### config.mk
export PLATFORM = sky130hd
export DESIGN_NAME = idelay_sweep_ctrl
export DESIGN_NICKNAME = d
export VERILOG_FILES = /design/src/rtl/idelay_sweep_ctrl.sv
export SDC_FILE = /design/constraint.sdc
export NUM_CORES = 1
export LEC_CHECK = 0
export CAP_MARGIN = 10
export CORE_AREA = 2 2 83 85
export DETAILED_ROUTE_END_ITERATION = 10
export DIE_AREA = 0 0 85 87
export PLACE_DENSITY = 0.71
export SKIP_CTS_REPAIR_TIMING = 1
export SLEW_MARGIN = 20
export SYNTH_ARGS = -nofsm -noshare
export SYNTH_HDL_FRONTEND = slang
export SYNTH_SLANG_ARGS = --single-unit
### constraint.sdc
create_clock -name clk -period 4.5 [get_ports clk]
set_input_delay 0.675 -clock clk [delete_from_list [all_inputs] [get_ports clk]]
set_output_delay 0.675 -clock clk [all_outputs]
set_load 0.01 [all_outputs]
### src/rtl/idelay_sweep_ctrl.sv
// Sweeps the IDELAYE2 tap (VAR_LOAD) from a start to an end value, one point per trigger,
// loading each tap with a one-cycle LD strobe and reporting it usable after a settle time.
module idelay_sweep_ctrl #(
    parameter int TAP_W      = 5,
    parameter int SETTLE_W   = 8,
    parameter int SETTLE_DEF = 16
) (
    input  logic                clk,
    input  logic                rst,
    input  logic                cfg_we,
    input  logic [TAP_W-1:0]    cfg_start,
    input  logic [TAP_W-1:0]    cfg_end,
    input  logic [TAP_W-1:0]    cfg_step,
    input  logic [SETTLE_W-1:0] cfg_settle,
    input  logic                cfg_wrap,
    input  logic                sweep_start,
    input  logic                abort,
    input  logic                trig,
    input  logic                ctrl_rdy,
    output logic [TAP_W-1:0]    dly_cntvalue,
    output logic                dly_ld,
    output logic                dly_ready,
    output logic                busy,
    output logic                sweep_done,
    output logic                trig_miss,
    output logic                cfg_err
);

    typedef enum logic [2:0] {
        S_IDLE,
        S_WAIT_RDY,
        S_LOAD,
        S_SETTLE,
        S_ARMED
    } state_t;

    state_t                state, state_nxt;
    logic [TAP_W-1:0]      tap_cur, tap_nxt;
    logic [SETTLE_W-1:0]   cnt, cnt_nxt;
    logic [TAP_W-1:0]      start_r, end_r, step_r;
    logic [SETTLE_W-1:0]   settle_r;
    logic                  wrap_r;
    logic                  cfg_ld;
    logic                  done_nxt, miss_nxt, err_nxt;
    logic [TAP_W-1:0]      step_eff;
    logic [TAP_W:0]        tap_sum;
    logic                  last_point;

    // One bit wider than the tap so a step past the top is seen, not wrapped.
    assign step_eff   = (step_r == '0) ? TAP_W'(1) : step_r;
    assign tap_sum    = {1'b0, tap_cur} + {1'b0, step_eff};
    assign last_point = (tap_sum > {1'b0, end_r}) || (tap_cur >= end_r);

    always_comb begin
        state_nxt = state;
        tap_nxt   = tap_cur;
        cnt_nxt   = cnt;
        cfg_ld    = 1'b0;
        done_nxt  = 1'b0;
        miss_nxt  = 1'b0;
        err_nxt   = 1'b0;
        if (abort) begin
            state_nxt = S_IDLE;
        end else begin
            case (state)
                S_IDLE: begin
                    cfg_ld = cfg_we;
                    if (sweep_start) begin
                        state_nxt = S_WAIT_RDY;
                        tap_nxt   = start_r;
                    end
                end
                S_WAIT_RDY: begin
                    if (ctrl_rdy) state_nxt = S_LOAD;
                end
                S_LOAD: begin
                    if (settle_r == '0) begin
                        state_nxt = S_ARMED;
                    end else begin
                        state_nxt = S_SETTLE;
                        cnt_nxt   = settle_r - SETTLE_W'(1);
                    end
                end
                S_SETTLE: begin
                    if (!ctrl_rdy)      state_nxt = S_WAIT_RDY;
                    else if (cnt == '0) state_nxt = S_ARMED;
                    else                cnt_nxt   = cnt - SETTLE_W'(1);
                end
                S_ARMED: begin
                    if (trig) begin
                        if (last_point) begin
                            done_nxt = 1'b1;
                            if (wrap_r) begin
                                tap_nxt   = start_r;
                                state_nxt = ctrl_rdy ? S_LOAD : S_WAIT_RDY;
                            end else begin
                                state_nxt = S_IDLE;
                            end
                        end else begin
                            tap_nxt   = tap_sum[TAP_W-1:0];
                            state_nxt = ctrl_rdy ? S_LOAD : S_WAIT_RDY;
                        end
                    end
                end
                default: state_nxt = S_IDLE;
            endcase
            if (state != S_IDLE) begin
                miss_nxt = trig && (state != S_ARMED);
                err_nxt  = cfg_we;
            end
        end
    end

    always_ff @(posedge clk or posedge rst) begin
        if (rst) begin
            state        <= S_IDLE;
            tap_cur      <= '0;
            cnt          <= '0;
            dly_cntvalue <= '0;
            sweep_done   <= 1'b0;
            trig_miss    <= 1'b0;
            cfg_err      <= 1'b0;
            start_r      <= '0;
            end_r        <= '1;
            step_r       <= TAP_W'(1);
            settle_r     <= SETTLE_W'(SETTLE_DEF);
            wrap_r       <= 1'b0;
        end else begin
            state      <= state_nxt;
            tap_cur    <= tap_nxt;
            cnt        <= cnt_nxt;
            sweep_done <= done_nxt;
            trig_miss  <= miss_nxt;
            cfg_err    <= err_nxt;
            // The tap reaches CNTVALUEIN on the edge entering LOAD, so it is stable under LD.
            if (state_nxt == S_LOAD) dly_cntvalue <= tap_nxt;
            if (cfg_ld) begin
                start_r  <= cfg_start;
                end_r    <= cfg_end;
                step_r   <= cfg_step;
                settle_r <= cfg_settle;
                wrap_r   <= cfg_wrap;
            end
        end
    end

    assign dly_ld    = (state == S_LOAD);
    assign dly_ready = (state == S_ARMED);
    assign busy      = (state != S_IDLE);

endmodule

==> results of run 1 <==
power by group through the flow:
stage	clock, mW	combinational [mW]	sequential [mW]
after global routing	0.391	0.976	0.726
final	0.361	0.883	0.703
after global placement	0	0.847	0.703
after floorplan	0	0.681	0.668
after CTS	0.371	0.883	0.702
after detailed placement	0	0.877	0.710
cell usage in the layout (no fill, tap or decap), types with 5 or more instances in the layout:
master                            instances
sky130_fd_sc_hd__a21oi_1                 21
sky130_fd_sc_hd__nand3_1                  5
sky130_fd_sc_hd__clkbuf_8                 5
sky130_fd_sc_hd__dfstp_2                  7
sky130_fd_sc_hd__ha_1                    16
sky130_fd_sc_hd__nor2_1                  24
sky130_fd_sc_hd__dfrtp_1                 41
sky130_fd_sc_hd__inv_1                   24
sky130_fd_sc_hd__mux2i_1                 13
sky130_fd_sc_hd__mux2_1                  11
sky130_fd_sc_hd__o21ai_0                  7
sky130_fd_sc_hd__clkdlybuf4s50_1         41
sky130_fd_sc_hd__nand2_1                 11
sky130_fd_sc_hd__nor3_1                   7
sky130_fd_sc_hd__mux2_2                  18
sky130_fd_sc_hd__and3_1                   6
kinds of logic after synthesis:
logic type / after synthesis / share of synthesized area (%)
AO/OA/AOI/OAI: 70 / 17.64
XOR/XNOR: 3 / 0.8556
adder cells (fa/ha/maj): 17 / 7.169
buffers and inverters: 40 / 5.988
flip-flops: 48 / 39.39
multiplexers: 44 / 15.84
AND/OR/NAND/NOR: 74 / 13.12
Yosys cell counts, types with 2 or more instances:
cell	instances
sky130_fd_sc_hd__a21oi_1	21
sky130_fd_sc_hd__nor3_1	7
sky130_fd_sc_hd__nor2_1	24
sky130_fd_sc_hd__nor4_1	2
sky130_fd_sc_hd__o32ai_1	4
sky130_fd_sc_hd__and3_1	6
sky130_fd_sc_hd__dfstp_2	7
sky130_fd_sc_hd__ha_1	16
sky130_fd_sc_hd__mux2_4	2
sky130_fd_sc_hd__or3_1	2
sky130_fd_sc_hd__xnor2_1	3
sky130_fd_sc_hd__a2111oi_0	3
sky130_fd_sc_hd__o21ai_0	7
sky130_fd_sc_hd__nor3b_1	3
sky130_fd_sc_hd__mux2_2	18
sky130_fd_sc_hd__nand2b_1	3
sky130_fd_sc_hd__mux2_1	11
sky130_fd_sc_hd__a211oi_1	4
sky130_fd_sc_hd__mux2i_1	13
sky130_fd_sc_hd__buf_6	2
sky130_fd_sc_hd__clkbuf_1	5
sky130_fd_sc_hd__inv_1	25
sky130_fd_sc_hd__nand2_1	11
sky130_fd_sc_hd__nand3_1	5
sky130_fd_sc_hd__o22ai_1	3
sky130_fd_sc_hd__nand3b_1	2
sky130_fd_sc_hd__a31oi_1	3
sky130_fd_sc_hd__a222oi_1	3
sky130_fd_sc_hd__o21a_1	3
sky130_fd_sc_hd__buf_2	7
sky130_fd_sc_hd__dfrtp_1	41
sky130_fd_sc_hd__a21o_1	3
sequential cells by signal (all words and copies together) (netlist names), 3 cells and up:
signal / cells
tap_cur: 5
settle_r: 8
state: 3
dly_cntvalue: 5
end_r: 5
step_r: 5
start_r: 5
cnt: 8
metrics by stage:
step	cell area [um2]	setup WS (ps)	power, mW	utilization [%]
4_1_cts	3628	387.6	1.956	55.24
3_5_place_dp	3500	439.5	1.587	53.28
3_3_place_gp	3500	559.9	1.550	53.28
5_1_grt	3630	119.6	2.093	55.26
6_report	3630	379.0	1.948	55.26
2_1_floorplan	3072	779.7	1.348	-
layout make-up:
type | instances | share of cell area (%)
repair buffers | 42 | 11.51
well taps | 80 | 2.758
inverters | 25 | 2.620
clock inverters | 2 | 1.655
flip-flops and latches | 48 | 33.33
multi-input cells | 208 | 46.23
clock buffers | 5 | 1.896
layer usage:
layer	share of wire, %	vias up
met5	0	-
met4	1.7	0
met3	5.5	9
met2	47	80
met1	46	1173
li1	-	1141
tightest hold or removal path, stage by stage, from the launching register on:
cell and delay, ps:
sky130_fd_sc_hd__dfrtp_1 380, sky130_fd_sc_hd__nand2_1 50, sky130_fd_sc_hd__o21ai_0 60
final timing paths:
path,cells past startpoint,to
max in group asynchronous,2,state[0]
worst max register to register,16,dly_cntvalue[2]
min in group asynchronous,2,settle_r[5]
worst min register to register,2,cnt[1]
worst max-delay path,16,dly_cntvalue[2]
worst min-delay path,2,cnt[1]
==> results.rst, run 1 <==
.. list-table::
   :header-rows: 1

   * - Metric
     - Value
   * - Status
     - finished, final reports clean
   * - Overall global routing resource usage
     - 18.83%
   * - DIE AREA
     - 7395 um2
   * - GR Overflow Total
     - 0
   * - Clock tree from TritonCTS
     - built
   * - Met1 capacity usage during global routing
     - 25.63%
   * - Layout overhead on the synthesized area
     - 18.17%
   * - Number of antenna violations at the first check in global routing
     - 0
   * - Largest fanout of any net on the critical path
     - 7
   * - Detailed-route via count
     - 2403
   * - Average wire per standard cell
     - 16.37 um
   * - Post-synth EDFFs
     - 0
   * - Footprint of the flip-flops and latches
     - 1210 um2
   * - Worst-case headroom to the max-slew limit
     - 45.22%
   * - Startpoint class of the critical path
     - flop
   * - Avg Synthesized Cell Area
     - 10.38 um2
   * - Cell with the largest stage delay on the worst path
     - sky130_fd_sc_hd__or4_4
   * - Post-DR vias/cell
     - 5.861
   * - Min-delay src
     - cnt[1]
   * - First-pass GRT wire length
     - 10980 um
   * - Final critical delay including setup and external delays
     - 4121 ps
   * - Leakage power
     - 1.573 nW
   * - Part of the total power dissipated in sequential elements
     - 36.1%
   * - Accumulated negative setup slack
     - 0 ps
   * - Synthesized area
     - 3072 um2
   * - DIE WIDTH
     - 85 um
   * - Non-filler instance count after layout
     - 410
   * - Proportion of synthesized chip area in sequential cells
     - 39.39%
   * - Number of levels the H-tree was split into
     - 2
   * - Number of antenna repair diodes
     - 0
   * - Crit path DAT
     - 4300 ps
   * - Clock Tree Buf Depth
     - 2
   * - Number of standard cells after synthesis
     - 296
   * - Part of the cycle the worst path needs
     - 91.58%
   * - CP max stage delay
     - 500 ps
   * - Met2 routing resource usage after global routing
     - 30.11%
   * - Number of failing hold endpoints at the final stage
     - 0
   * - Combinational power share
     - 45.4%
   * - Post-synth top area cell
     - sky130_fd_sc_hd__dfrtp_1
   * - Max-capacitance violation count
     - 0
   * - Min-delay worst type
     - reg2reg
   * - Final setup viols
     - 0
   * - Count of different cell masters after synthesis
     - 59
   * - Clock buffer count from CTS
     - 5
   * - Final Max Slew Viols
     - 0
   * - Detailed Place HPWL
     - 5023 um
   * - Global-route layer with the greatest usage
     - met2
   * - Share of Yosys cell area claimed by the top area cell type
     - 33.40%
   * - Worst flop-to-flop path startpoint
     - step_r[1]
   * - Die extent in y
     - 87 um
   * - Vias in the first global route
     - 2277
   * - Internal power of the cells
     - 1.227 mW
   * - Core region area
     - 6569 um2
   * - Post-route DRC violation count
     - 0
   * - Maximum achievable frequency
     - 0.2427 GHz
   * - Max rail drop VDD
     - 0.0002692 V
   * - Final #Nets
     - 378
   * - Setup slack of the worst register-to-register path
     - 380 ps
   * - Fraction of final layout cells with drive strength greater than 1
     - 14.55%
   * - Cells after DPL
     - 403
   * - Min Hold Slack
     - 521.9 ps
   * - Setup Skew
     - 6.532 ps
   * - Clock sink total
     - 48
   * - Critical-path cell list
     - o41ai_1 -> ha_1 -> inv_1 -> fa_1 -> inv_1 -> a21o_1 -> a21oi_1 -> xnor2_1 -> ha_1 -> or4_4 -> o31ai_4 -> a31oi_4 -> nor2_4 -> mux2_1 -> a222oi_1 -> mux2i_1
   * - Total I/O pin count
     - 42
   * - Type of destination of the critical path
     - flop
   * - CTS Root Cell
     - sky130_fd_sc_hd__clkbuf_8
   * - Synthesized net count
     - 344
   * - Area occupied by multi-input gates
     - 1678 um2
   * - Power density relative to cell area
     - 536.6 nW/um2
   * - Classification of the worst setup path
     - reg2reg
   * - Met3 Usage GRT
     - 3.791%
   * - Post-detailed-routing wire length
     - 6710 um
   * - CP Launch Point
     - step_r[1]
   * - Switching fraction of total power
     - 37.00%
   * - Transition time at the pin with the least slew margin
     - 820.7 ps
   * - CP top delay family
     - compound AO/OA/AOI/OAI gates
   * - Clock insertion delay at the later pin of the skew report
     - 310 ps
   * - PortBufs
     - 41
   * - DRT iter0 DRCs
     - 169
   * - Share of flip-flops with an asynchronous set or reset after synthesis
     - 100.0%
   * - Part of the power in the clock network
     - 18.5%
   * - Sw power
     - 0.7206 mW
   * - Initial core utilization
     - 46.76%
   * - Worst path buffer plus inverter count
     - 2
   * - Post-detailed-route count of antenna-violating nets
     - 0
   * - Fillers
     - 582
   * - Synth area leaders
     - sky130_fd_sc_hd__dfrtp_1 33%, sky130_fd_sc_hd__mux2_2 6.6%, sky130_fd_sc_hd__ha_1 6.5%
   * - Critical Path RT
     - 4680 ps
   * - Most instantiated flip-flop cell in the synthesis netlist
     - sky130_fd_sc_hd__dfrtp_1
   * - Number of register bits inferred by synthesis
     - 48
   * - # rows
     - 30
   * - Maximum number of pins on one net before global-route repair
     - 49
   * - Number of synthesis warnings
     - 0
   * - Routability cong.
     - 0.8706
   * - Unrepaired setup endpoints after global routing
     - false
   * - Clock-pin slew on the worst setup and hold paths
     - 90 ps
   * - Number of search-and-repair iterations in the first detailed-routing pass
     - 4
No activity file was read; power rests on OpenSTA's default activity.
==> run 2, diff against run 1 <==
- CAP_MARGIN: 10 -> 20
==> results of run 2 <==
Same layout as run 1: the final DEF is identical, and so are final timing and power.
